--- src/rtl/vga_pkg.sv ---
// Shared VGA raster constants and types used by the screen-coordinate processors.
package vga_pkg;

  localparam int H_ACTIVE     = 640;
  localparam int V_ACTIVE     = 480;
  localparam int FRAME_PIXELS = H_ACTIVE * V_ACTIVE;
  localparam int ADDR_W       = 19;
  localparam int COORD_W      = 10;

  // 640 = 5 << 7, so addr / 640 == (addr >> 7) / 5
  localparam int ROW_SHIFT  = 7;
  localparam int DIV5_MUL   = 3277;
  localparam int DIV5_SHIFT = 14;

  typedef logic [ADDR_W-1:0]  addr_t;
  typedef logic [COORD_W-1:0] coord_t;

endpackage

--- src/rtl/div_by_640.sv ---
// Combinational exact divide of a frame-buffer address by 640 (quotient = row, remainder = column).
module div_by_640
  import vga_pkg::*;
(
  input  logic [ADDR_W-1:0]  addr_i,
  output logic [COORD_W-1:0] quot_o,
  output logic [COORD_W-1:0] rem_o
);

  localparam int HI_W   = ADDR_W - ROW_SHIFT;
  localparam int PROD_W = HI_W + 12;

  logic [HI_W-1:0]   hi;
  logic [PROD_W-1:0] prod;
  addr_t             rem_full;

  // Reciprocal multiply 3277/2^14 is exact for /5 on any 12-bit operand.
  assign hi     = addr_i[ADDR_W-1:ROW_SHIFT];
  assign prod   = PROD_W'(hi) * PROD_W'(DIV5_MUL);
  assign quot_o = COORD_W'(prod >> DIV5_SHIFT);

  assign rem_full = addr_i - ADDR_W'(quot_o) * ADDR_W'(H_ACTIVE);
  assign rem_o    = COORD_W'(rem_full);

endmodule

--- src/rtl/vga_addr_to_cart.sv ---
// Two-stage pipeline converting a linear VGA address to (x, y) plus an on-screen flag.
module vga_addr_to_cart #(
  parameter int H_ACTIVE = vga_pkg::H_ACTIVE,
  parameter int V_ACTIVE = vga_pkg::V_ACTIVE,
  parameter int ADDR_W   = vga_pkg::ADDR_W,
  parameter int COORD_W  = vga_pkg::COORD_W
) (
  input  logic               clock,
  input  logic               resetn,
  input  logic               in_valid,
  input  logic [ADDR_W-1:0]  addr,
  output logic               out_valid,
  output logic [COORD_W-1:0] x,
  output logic [COORD_W-1:0] y,
  output logic               in_range
);

  logic [COORD_W-1:0] div_quot;
  logic [COORD_W-1:0] div_rem;

  div_by_640 u_div (
    .addr_i (addr),
    .quot_o (div_quot),
    .rem_o  (div_rem)
  );

  // Stage 1
  logic               s1_valid_q;
  logic [ADDR_W-1:0]  s1_addr_q;
  logic [COORD_W-1:0] s1_quot_q;
  logic [COORD_W-1:0] s1_rem_q;

  // NOTE: data registers are reset as well so every output reads 0 while resetn is low.
  always_ff @(posedge clock or negedge resetn) begin
    if (!resetn) begin
      s1_valid_q <= 1'b0;
      s1_addr_q  <= '0;
      s1_quot_q  <= '0;
      s1_rem_q   <= '0;
    end else begin
      // NOTE: non-blocking so stage 2 samples stage 1 as it was before this edge.
      s1_valid_q <= in_valid;
      if (in_valid) begin
        s1_addr_q <= addr;
        s1_quot_q <= div_quot;
        s1_rem_q  <= div_rem;
      end
    end
  end

  // Stage 2
  logic               in_range_d;
  logic               out_valid_q;
  logic               in_range_q;
  logic [COORD_W-1:0] x_q;
  logic [COORD_W-1:0] y_q;

  assign in_range_d = s1_addr_q < ADDR_W'(H_ACTIVE * V_ACTIVE);

  // Data only advances on a valid beat, so outputs hold between beats.
  always_ff @(posedge clock or negedge resetn) begin
    if (!resetn) begin
      out_valid_q <= 1'b0;
      in_range_q  <= 1'b0;
      x_q         <= '0;
      y_q         <= '0;
    end else begin
      out_valid_q <= s1_valid_q;
      if (s1_valid_q) begin
        in_range_q <= in_range_d;
        x_q        <= s1_rem_q;
        y_q        <= s1_quot_q;
      end
    end
  end

  assign out_valid = out_valid_q;
  assign in_range  = in_range_q;
  assign x         = x_q;
  assign y         = y_q;

endmodule

--- config.mk ---
export PLATFORM = sky130hd
export DESIGN_NAME = vga_addr_to_cart
export DESIGN_NICKNAME = d
export VERILOG_FILES = /design/src/rtl/vga_pkg.sv /design/src/rtl/div_by_640.sv /design/src/rtl/vga_addr_to_cart.sv
export SDC_FILE = /design/constraint.sdc
export NUM_CORES = 1
export LEC_CHECK = 0
export ABC_AREA = 0
export CORE_MARGIN = 2
export CORE_UTILIZATION = 45
export DETAILED_ROUTE_END_ITERATION = 12
export GPL_ROUTABILITY_DRIVEN = 1
export PLACE_DENSITY = 0.7
export REMOVE_ABC_BUFFERS = 1
export SYNTH_ARGS = -nofsm -noshare
export SYNTH_HDL_FRONTEND = slang
export SYNTH_SLANG_ARGS = --single-unit
export TNS_END_PERCENT = 1
--- constraint.sdc ---
create_clock -name clock -period 1.6 [get_ports clock]
set_input_delay 0.32 -clock clock [delete_from_list [all_inputs] [get_ports clock]]
set_output_delay 0.32 -clock clock [all_outputs]
set_load 0.01 [all_outputs]
After elaboration in Yosys (flattened, before gate mapping):

Index checks and enable logic that the tools add are counted.

* bits in registers: 62
* latch bits: 0
* bits in writable memories: 0
* ROM bits: 0
* bits of input ports: 22
* memories: 0

* $add $sub $neg: 1
* multipliers: 2
* divide/modulo/power cells: 0
* order comparisons: 1
* eq/ne operators: 0
* shift operators: 0
* muxes and demuxes: 0
* bitwise logic cells: 0
* reductions and logical operators: 0

Operators with widths (count)
* $mul 12x12->24 const B: 1
* $lt 19x19->1 const B: 1
* $mul 10x3->3 const B: 1
* $sub 10x10->10: 1

Logic depth before layout (Yosys ltp):

Gate-level depths: netlist of the first run.

* word-level depth: 3
* mapped depth: 21
* mapped depth without buffers: 21

Modules after synthesis:

From an unflattened synthesis of the first run, not the netlist that was laid out.

* cells, all modules: 391
* area total of the unflattened synthesis: 4669.5 um^2

By module, submodules not included
* div_by_640: times used 1, cells an instance 285, area each 2718.9 um^2, seq. area each 0.0 um^2
* vga_addr_to_cart: times used 1, cells an instance 106, area each 1950.6 um^2, seq. area each 1251.2 um^2

Worst setup path before layout of the first run:

Ideal clock, no wire load.

* kind: in2reg
* from: input addr[8]
* to: register s1_rem_q[9]
* library setup time: 0.123 ns
* data arrival time: 4.988 ns
* setup slack: -3.511 ns
* stages on the path: 19
* cells stage by stage: ha_1 > xor2_1 > ha_1 > fa_1 > fa_1 > inv_1 > fa_1 > inv_1 > ha_1 > a21o_1 > a21oi_4 > or4b_4 > nand2_1 > xnor2_1 > fa_1 > xnor2_1 > xnor2_1 > xnor2_1 > a21oi_1

* longest elaborated chain between the ends: 3

Ends and longest elaborated chain
* start, declared: line vga_addr_to_cart.sv:11 `input logic [ADDR_W-1:0] addr,`
* $mul 12x12->24: line div_by_640.sv:19 `assign prod = PROD_W'(hi) * PROD_W'(DIV5_MUL);`
* net div_quot[1]: line vga_addr_to_cart.sv:18 `logic [COORD_W-1:0] div_quot;`
* $mul 10x3->3: line div_by_640.sv:22 `assign rem_full = addr_i - ADDR_W'(quot_o) * ADDR_W'(H_ACTIVE);`
* $sub 10x10->10: line div_by_640.sv:22
* end signal, assigned: line vga_addr_to_cart.sv:46 `s1_rem_q <= div_rem;`
* end, declared: line vga_addr_to_cart.sv:31 `logic [COORD_W-1:0] s1_rem_q;`

The timed path passes the listed nets, and every way through them passes these cells.
A chain may end at the register's enable or synchronous reset.

Final worst setup path of the first run:

Same ends and word-level chain as after synthesis.

==> impl_metrics.py, run 1 <==
metrics = {
    "status": {
        "status": "finished with violations",
        "violations": "negative setup slack",
    },
    "cells_and_area": {
        "fillCellCount": 734,
        "antenna_cells": 0,
        "drive_gt1_share_pct": 38.5,
        "area_growth_pct": 37.3,
        "nets": 662,
    },
    "worst_setup_path": {
        "cp_common_cell": "fa_1",
        "path_class": "input pin to flop",
        "crit_chain": "buf_8 -> buf_6 -> ha_4 -> xor2_2 -> ha_1 -> fa_1 -> fa_1 -> inv_2 -> fa_1 -> inv_2 -> ha_4 -> a21o_1 -> a21oi_4 -> or4b_4 -> nand2_4 -> xnor2_4 -> fa_2 -> xnor2_2 -> xnor2_2 -> xnor2_1 -> a21oi_1",
        "worstSetupStartpointType": "input pin",
        "max_stage_delay_ns": 0.52,
        "cp.required_ns": 1.79,
        "cp-end-kind": "flop",
        "cpMaxStageDelayCell": "fa_1",
        "critPathMaxFanout": 5,
        "arrival_ns": 4.98,
        "r2r_slack_ns": 0.47,
    },
    "synthesis": {
        "yosys.cell_types.count": 40,
        "yosys_warnings": 0,
        "synth_area_leaders": "dfrtp_1 28%, ha_1 25%, fa_1 16%, mux2_2 10%, inv_1 5.8%",
        "netlist_instances": 382,
        "synth_flop_cell": "dfrtp_1",
        "ys_seq_elements": 50,
        "synthMuxAreaShare_pct": 10.5,
        "syn_area_per_cell_um2": 11.8,
        "synth_xor_area_share_pct": 3.10,
        "yosysTopAreaCellShare_pct": 27.7,
        "synthSimpleGateAreaFrac_pct": 3.74,
        "synth_edf_count": 0,
        "yosys.area.top_type": "dfrtp_1",
        "ys_async_sr_fraction_pct": 100,
        "synth_compound_area_share_pct": 6.84,
        "synthMostInstantiatedCell": "ha_1",
        "yosys-top-cells-count": "90 x ha_1, 70 x inv_1, 50 x dfrtp_1",
        "synthAdderAreaFrac_pct": 41.3,
        "synth_top_family_by_area": "adder cells",
        "ys_seq_area_share_pct": 27.7,
        "syn_area_um2": 4520,
    },
    "placement": {
        "io_buffer_count": 43,
        "place_hpwl_um": 7810,
        "place.gp.congestion": 0.883,
    },
    "power": {
        "leakagePower_uw": 0.00309,
        "switching_share_pct": 38.6,
        "power_density_nw_per_um2": 2070,
        "p_comb_share_pct": 76.8,
        "total_power_uw": 12800,
        "irDropWorstVdd_mv": 1.84,
        "power.share.clock_pct": 8.3,
        "internal_power_uw": 7890,
        "switching_power_uw": 4950,
        "seqPwrFrac_pct": 14.8,
    },
    "global_route": {
        "antenna_found_initial": 0,
        "grt_pass1_vias": 3661,
        "grt_overflow": 0,
        "grt_max_degree": 51,
        "grt_pass1_wl_um": 17300,
        "track_usage_pct": 19.9,
    },
    "drt": {
        "drc": 0,
        "firstDrtPassIters": 4,
        "routedWlPerCell_um": 15.6,
        "vias": 3226,
        "viasPerCell": 4.99,
        "drt-total-wl_um": 10100,
        "drtIter0Drc": 103,
        "ant_nets": 0,
    },
    "timing": {
        "maxSlewHeadroom_pct": 77.3,
        "setup_ws_ns": -3.19,
        "clock_skew_ns": 0.00663,
        "report.final.slew_viol_count": 0,
        "rsz0062_at_grt": "true",
        "setup_viol": 13,
        "tightest_slew_ns": 0.340,
        "fmax_mhz": 209,
        "period_needed_ns": 4.79,
        "fin_setup_tns_ns": -36.12,
        "hold_viol_final": 0,
        "final.period_utilization_pct": 299,
    },
    "clock_tree": {
        "cts_buffers": 5,
        "clk_path_buf_depth": 2,
        "cts_max_level": 2,
        "cts.sinks": 50,
        "clkLatencyLatePin_ns": 0.30,
        "root_buffer": "clkbuf_8",
        "cts_tree": "yes",
        "clk_pin_slew_ns": 0.08,
    },
    "floorplan": {
        "die-area_um2": 10900,
        "die_width_um": 104,
        "coreArea_um2": 9770,
        "initial_core_util_pct": 46.2,
        "rows": 36,
        "pin_count": 44,
        "fp.dieH_um": 104,
    },
    "job": {
        "drv_cap": 0,
    },
    "worst_hold_path": {
        "hold_path_class": "input pin to flop",
    },
}
[registers in the layout, summed over array words and instances (netlist names)]
register,count
in_range,1
out_valid,1
s1_addr_q,14
s1_quot_q,10
s1_rem_q,3
s1_valid_q,1
x,10
y,10
[cell families after synthesis]
logic type | Yosys count
AOI/OAI and AO/OA | 38
xor gates and xnor gates | 16
adders and majority gates | 127
buffers and inverters | 76
DFF | 50
muxes | 42
and+or+nand+nor | 33
[through the flow]
| stage | hold slack, ns | instances | util, % | area (um2) | setup slack [ns] |
|---|---|---|---|---|---|
| after floorplan | 0.0244 | 377 | - | 4480 | -3.51 |
| after global placement | 0.319 | 628 | 57.9 | 5660 | -4.04 |
| after detailed placement | 0.327 | 628 | 57.9 | 5660 | -4.20 |
| after CTS | 0.429 | 646 | 62.5 | 6110 | -3.26 |
| after global routing | 0.434 | 647 | 63.5 | 6200 | -3.36 |
| final | 0.437 | 647 | 63.5 | 6200 | -3.19 |
[layout by cell type (no fill, tap or decap), types with 2 or more instances in the layout]
master           synthesis  layout
xnor2_1                 12       6
xor2_1                   4       2
mux2_2                  40      39
bufinv_16                0       2
nor2_1                  11      10
inv_1                   70      64
dfrtp_1                 50      50
buf_4                    0      81
o21ai_2                  1       3
buf_6                    0       4
xor2_2                   0       2
xnor2_2                  0       5
ha_1                    90      74
a21oi_2                  3       6
nand2_1                  9       7
clkbuf_8                 2       6
fa_1                    37      36
ha_4                     0      14
a31oi_4                  1       2
ha_2                     0       2
and2_1                   3       2
nor3_1                   2       2
mux2_4                   1       2
buf_12                   0       2
clkdlybuf4s50_1          0      31
clkbuf_4                 0       2
a21oi_1                 10       7
o21a_1                   4       4
a21o_1                   7       7
inv_2                    1       7
and3_4                   0       2
buf_2                    0       4
[worst max-delay path, delay by kind of cell]
family | cells | cell delay, ns
buffers and inverters | 4 | 0.32
XOR/XNOR | 5 | 0.73
AO/OA/AOI/OAI | 3 | 0.44
adder cells (fa/ha/maj) | 7 | 2.54
AND/OR/NAND/NOR | 2 | 0.61
[cell type report]
class,instances,area [um2],share of cell area [%]
Clock inverter,2,60.1,0.968
Multi-Input combinational cell,256,3280,52.9
Clock buffer,6,82.6,1.33
Sequential cell,50,1250,20.2
Timing Repair Buffer,129,1090,17.6
Inverter,71,267,4.30
Tap cell,133,166,2.68
[worst paths after layout]
kind,startpoint,depth (start not counted),end
worst min register to register,s1_addr_q[18],1,in_range
worst max-delay path,addr[8],21,s1_rem_q[9]
worst min-delay path,addr[14],3,s1_addr_q[14]
worst max register to register,s1_addr_q[12],3,in_range
min in group asynchronous,resetn,3,y[8]
max in group asynchronous,resetn,3,s1_quot_q[4]
[metal layers]
| metal | track usage (%) | up-vias | routed length (um) |
|---|---|---|---|
| li1 | - | 1527 | - |
| met4 | 7.43 | 0 | 303 |
| met5 | 0 | - | 0 |
| met1 | 24.9 | 1616 | 4420 |
| met2 | 34.6 | 58 | 5070 |
| met3 | 2.94 | 25 | 299 |
[power by group through the flow]
stage	Sequential (uW)	Clock [uW]	Combinational [uW]
after global placement	1910	0	7040
final	1900	1070	9870
after floorplan	1960	0	4230
after detailed placement	1920	0	7200
after global routing	1960	1140	10800
after CTS	1900	1100	8900
[what timing repair did]
action / 4_1_cts / 5_1_grt
buffers inserted: 9 / 1
endpoints found under the setup margin: 13 / 13
endpoints found under the hold margin: 40 / 0
gates resized for setup: 82 / 23
hold buffers: 1 / 0
pin swaps: 33 / 23
Power figures use the tool's default switching activity.
==> inputs of run 2 (changes only) <==
--- a/config.mk
+++ b/config.mk
@@ -10,9 +10,11 @@
 export CORE_UTILIZATION = 45
 export DETAILED_ROUTE_END_ITERATION = 12
 export GPL_ROUTABILITY_DRIVEN = 1
-export PLACE_DENSITY = 0.7
+export MAX_ROUTING_LAYER = met4
+export PLACE_DENSITY = 0.72
 export REMOVE_ABC_BUFFERS = 1
 export SYNTH_ARGS = -nofsm -noshare
 export SYNTH_HDL_FRONTEND = slang
+export SYNTH_HIERARCHICAL = 1
 export SYNTH_SLANG_ARGS = --single-unit
 export TNS_END_PERCENT = 1
==> run 2 against run 1 <==
The flow still finishes with violations (negative setup slack). Global-route usage up 0.096 points. Sequential power about the same. Utilization down 2.1 points. Cell count is 0.46% lower. Clock-buffer cell count increased by 1. Register-to-register slack improved by 0.11 ns. Non-clock buffer count shrank 7. Hold slack lost 0.44 ns. First-iteration DRC count fell by 1.9%. Setup slack got worse by 0.25 ns.
==> impl_metrics.py, run 2 <==
metrics = {
    "floorplan": {
        "rows": 37,
        "initial_core_util_pct": 45.8,
        "coreArea_um2": 10200,
        "die_width_um": 106,
        "fp.dieH_um": 106,
        "die-area_um2": 11200,
        "pin_count": 44,
    },
    "cells_and_area": {
        "layout_commonest_cell": "ha_1",
        "fillCellCount": 779,
        "regArea_um2": 1250,
        "stdcell_count": 644,
        "final_cell_mix": "69 x ha_1, 67 x inv_1, 63 x buf_4",
        "multi_input_area_um2": 3370,
        "drive_gt1_share_pct": 38.4,
        "antenna_cells": 0,
        "nets": 656,
        "area_growth_pct": 33.9,
    },
    "placement": {
        "numPlacedInstances": 622,
        "io_buffer_count": 43,
        "place.gp.congestion": 1.06,
        "place_hpwl_um": 7720,
    },
    "global_route": {
        "grt_pass1_vias": 3606,
        "antenna_found_initial": 0,
        "track_usage_pct": 20.0,
        "grt_max_degree": 51,
        "grt_overflow": 0,
        "grt_pass1_wl_um": 17200,
    },
    "drt": {
        "ant_nets": 0,
        "vias": 3205,
        "drtIter0Drc": 101,
        "drt-total-wl_um": 10300,
        "drc": 0,
        "firstDrtPassIters": 4,
        "viasPerCell": 4.98,
        "routedWlPerCell_um": 15.9,
    },
    "clock_tree": {
        "cts.sinks": 50,
        "clk_path_buf_depth": 2,
        "clk_pin_slew_ns": 0.09,
        "root_buffer": "clkbuf_8",
        "ctsHoldBuffers": 0,
        "clkLatencyLatePin_ns": 0.30,
        "cts_tree": "yes",
        "cts_buffers": 5,
        "cts_max_level": 2,
    },
    "synthesis": {
        "yosys.area.top_type": "dfrtp_1",
        "yosys-top-cells-count": "90 x ha_1, 74 x inv_1, 50 x dfrtp_1",
        "syn_area_um2": 4670,
        "netlist_instances": 391,
        "synth_area_leaders": "dfrtp_1 27%, ha_1 24%, fa_1 16%, mux2_2 6.5%, mux2_4 6.4%",
        "synth_edf_count": 0,
        "synthMostInstantiatedCell": "ha_1",
        "yosys.cell_types.count": 37,
        "ys_async_sr_fraction_pct": 100,
        "yosys_warnings": 6,
        "yosysTopAreaCellShare_pct": 26.8,
        "syn_area_per_cell_um2": 11.9,
        "ys_seq_area_share_pct": 26.8,
        "ys_seq_elements": 50,
        "synth_flop_cell": "dfrtp_1",
    },
    "worst_setup_path": {
        "cpMaxStageDelayCell": "fa_1",
        "worstSetupStartpointType": "input pin",
        "critPathMaxFanout": 3,
        "max_stage_delay_ns": 0.63,
        "cp-end-kind": "flop",
        "critPathBufInv": 4,
        "cp.required_ns": 1.79,
        "arrival_ns": 5.23,
        "crit_chain": "buf_12 -> buf_6 -> buf_6 -> ha_4 -> xor2_2 -> ha_4 -> fa_1 -> fa_1 -> fa_1 -> ha_4 -> o21a_1 -> a221oi_4 -> buf_6 -> o21bai_4 -> xor2_2 -> fa_2 -> xnor2_2 -> xnor2_1 -> xnor2_1 -> mux2_4",
        "path_class": "input pin to flop",
        "path_delay_family": "adder cells",
    },
    "worst_hold_path": {
        "hold_path_class": "input pin to asynchronous set/reset pin",
    },
    "job": {
        "drv_cap": 0,
    },
    "power": {
        "total_power_uw": 13700,
        "irDropWorstVdd_mv": 1.52,
        "power_density_nw_per_um2": 2180,
        "leakagePower_uw": 0.00310,
    },
    "timing": {
        "rsz0062_at_grt": "true",
        "setup_viol": 13,
        "setup_ws_ns": -3.44,
        "fmax_mhz": 198,
        "hold_viol_final": 0,
        "final.period_utilization_pct": 315,
        "period_needed_ns": 5.04,
        "tightest_slew_ns": 0.349,
        "report.final.slew_viol_count": 0,
        "clock_skew_ns": 0.00650,
        "maxSlewHeadroom_pct": 76.7,
    },
    "status": {
        "violations": "negative setup slack",
        "status": "finished with violations",
    },
}
## run 2: cell types whose count changed after synthesis, moves of 4 or more
cell / before / now
mux2_4: 1 / 20
mux2_2: 40 / 27
buf_4: 0 / 9
nor2_1: 11 / 5
nand3_1: 1 / 6
a21o_1: 7 / 3
inv_1: 70 / 74
## run 2: repair_timing
item                                    CTS  global route
resized for setup                        94            21
hold endpoints to repair                  0             0
setup buffers                            11             3
pin swaps                                39            16
endpoints found under the setup margin   13            13
## run 2: worst paths after layout
path	startpoint	end	slack, ns	cells past startpoint
min	resetn	s1_addr_q[13]	0.001	2
max	addr[8]	s1_rem_q[9]	-3.44	20
max in group asynchronous	resetn	s1_quot_q[4]	1.38	2
max reg2reg	s1_valid_q	y[9]	0.58	2
min reg2reg	s1_quot_q[8]	y[8]	0.51	1
min in group clock	in_valid	s1_valid_q	0.40	2
## run 2: metrics by stage
stage | worst slack (ns) | cell area, um2 | hold WS (ns) | setup TNS [ns] | utilization [%]
3_5_place_dp | -4.38 | 5650 | 0.331 | -47.71 | 55.5
4_1_cts | -3.30 | 6110 | 0.00913 | -34.72 | 60.0
2_1_floorplan | -3.69 | 4550 | 0.0244 | -36.92 | -
5_1_grt | -3.54 | 6250 | 0.0160 | -37.70 | 61.4
3_3_place_gp | -4.19 | 5650 | 0.324 | -46.53 | 55.5
6_report | -3.44 | 6250 | 0.00149 | -36.25 | 61.4
## run 2: layer usage
metal,global-route usage [%],share of wire (%),up-vias
met5,-,0,-
met4,4.79,1.7,0
met3,2.04,2.3,15
met2,37.0,53,58
met1,23.2,43,1599
li1,-,-,1533
## run 2: cell type report
class	count	share of cell area [%]
Timing Repair Buffer	122	17.2
Tap cell	136	2.72
Clock buffer	7	1.54
Multi-Input combinational cell	254	54.0
Clock inverter	1	0.140
Sequential cell	50	20.0
Inverter	74	4.44
## run 2: cell families (layout without fill, tap and decap cells)
| kind of cell | count (synthesis) | count (layout) | share of synthesized area, % |
|---|---|---|---|
| AOI/OAI and AO/OA | 37 | 37 | 5.63 |
| DFF | 50 | 50 | 26.8 |
| adders and majority gates | 127 | 127 | 40.0 |
| buffers and inverters | 87 | 204 | 8.57 |
| and+or+nand+nor | 24 | 24 | 2.49 |
| xor gates and xnor gates | 18 | 18 | 3.38 |
| muxes | 48 | 48 | 13.2 |
## run 2: power breakdown
group | internal [uW] | switching [uW]
Clock | 397 | 416
Combinational | 6310 | 4630
Sequential | 1700 | 211
Total | 8400 | 5250
==> inputs of run 3 (changes only) <==
--- a/config.mk
+++ b/config.mk
@@ -8,6 +8,7 @@
 export ABC_AREA = 0
 export CORE_MARGIN = 2
 export CORE_UTILIZATION = 45
+export CTS_BUF_LIST = sky130_fd_sc_hd__clkbuf_8 sky130_fd_sc_hd__clkbuf_16
 export DETAILED_ROUTE_END_ITERATION = 12
 export GPL_ROUTABILITY_DRIVEN = 1
 export MAX_ROUTING_LAYER = met4
==> results of run 3 <==
No change in the layout: final DEF, timing and power equal those of run 2.
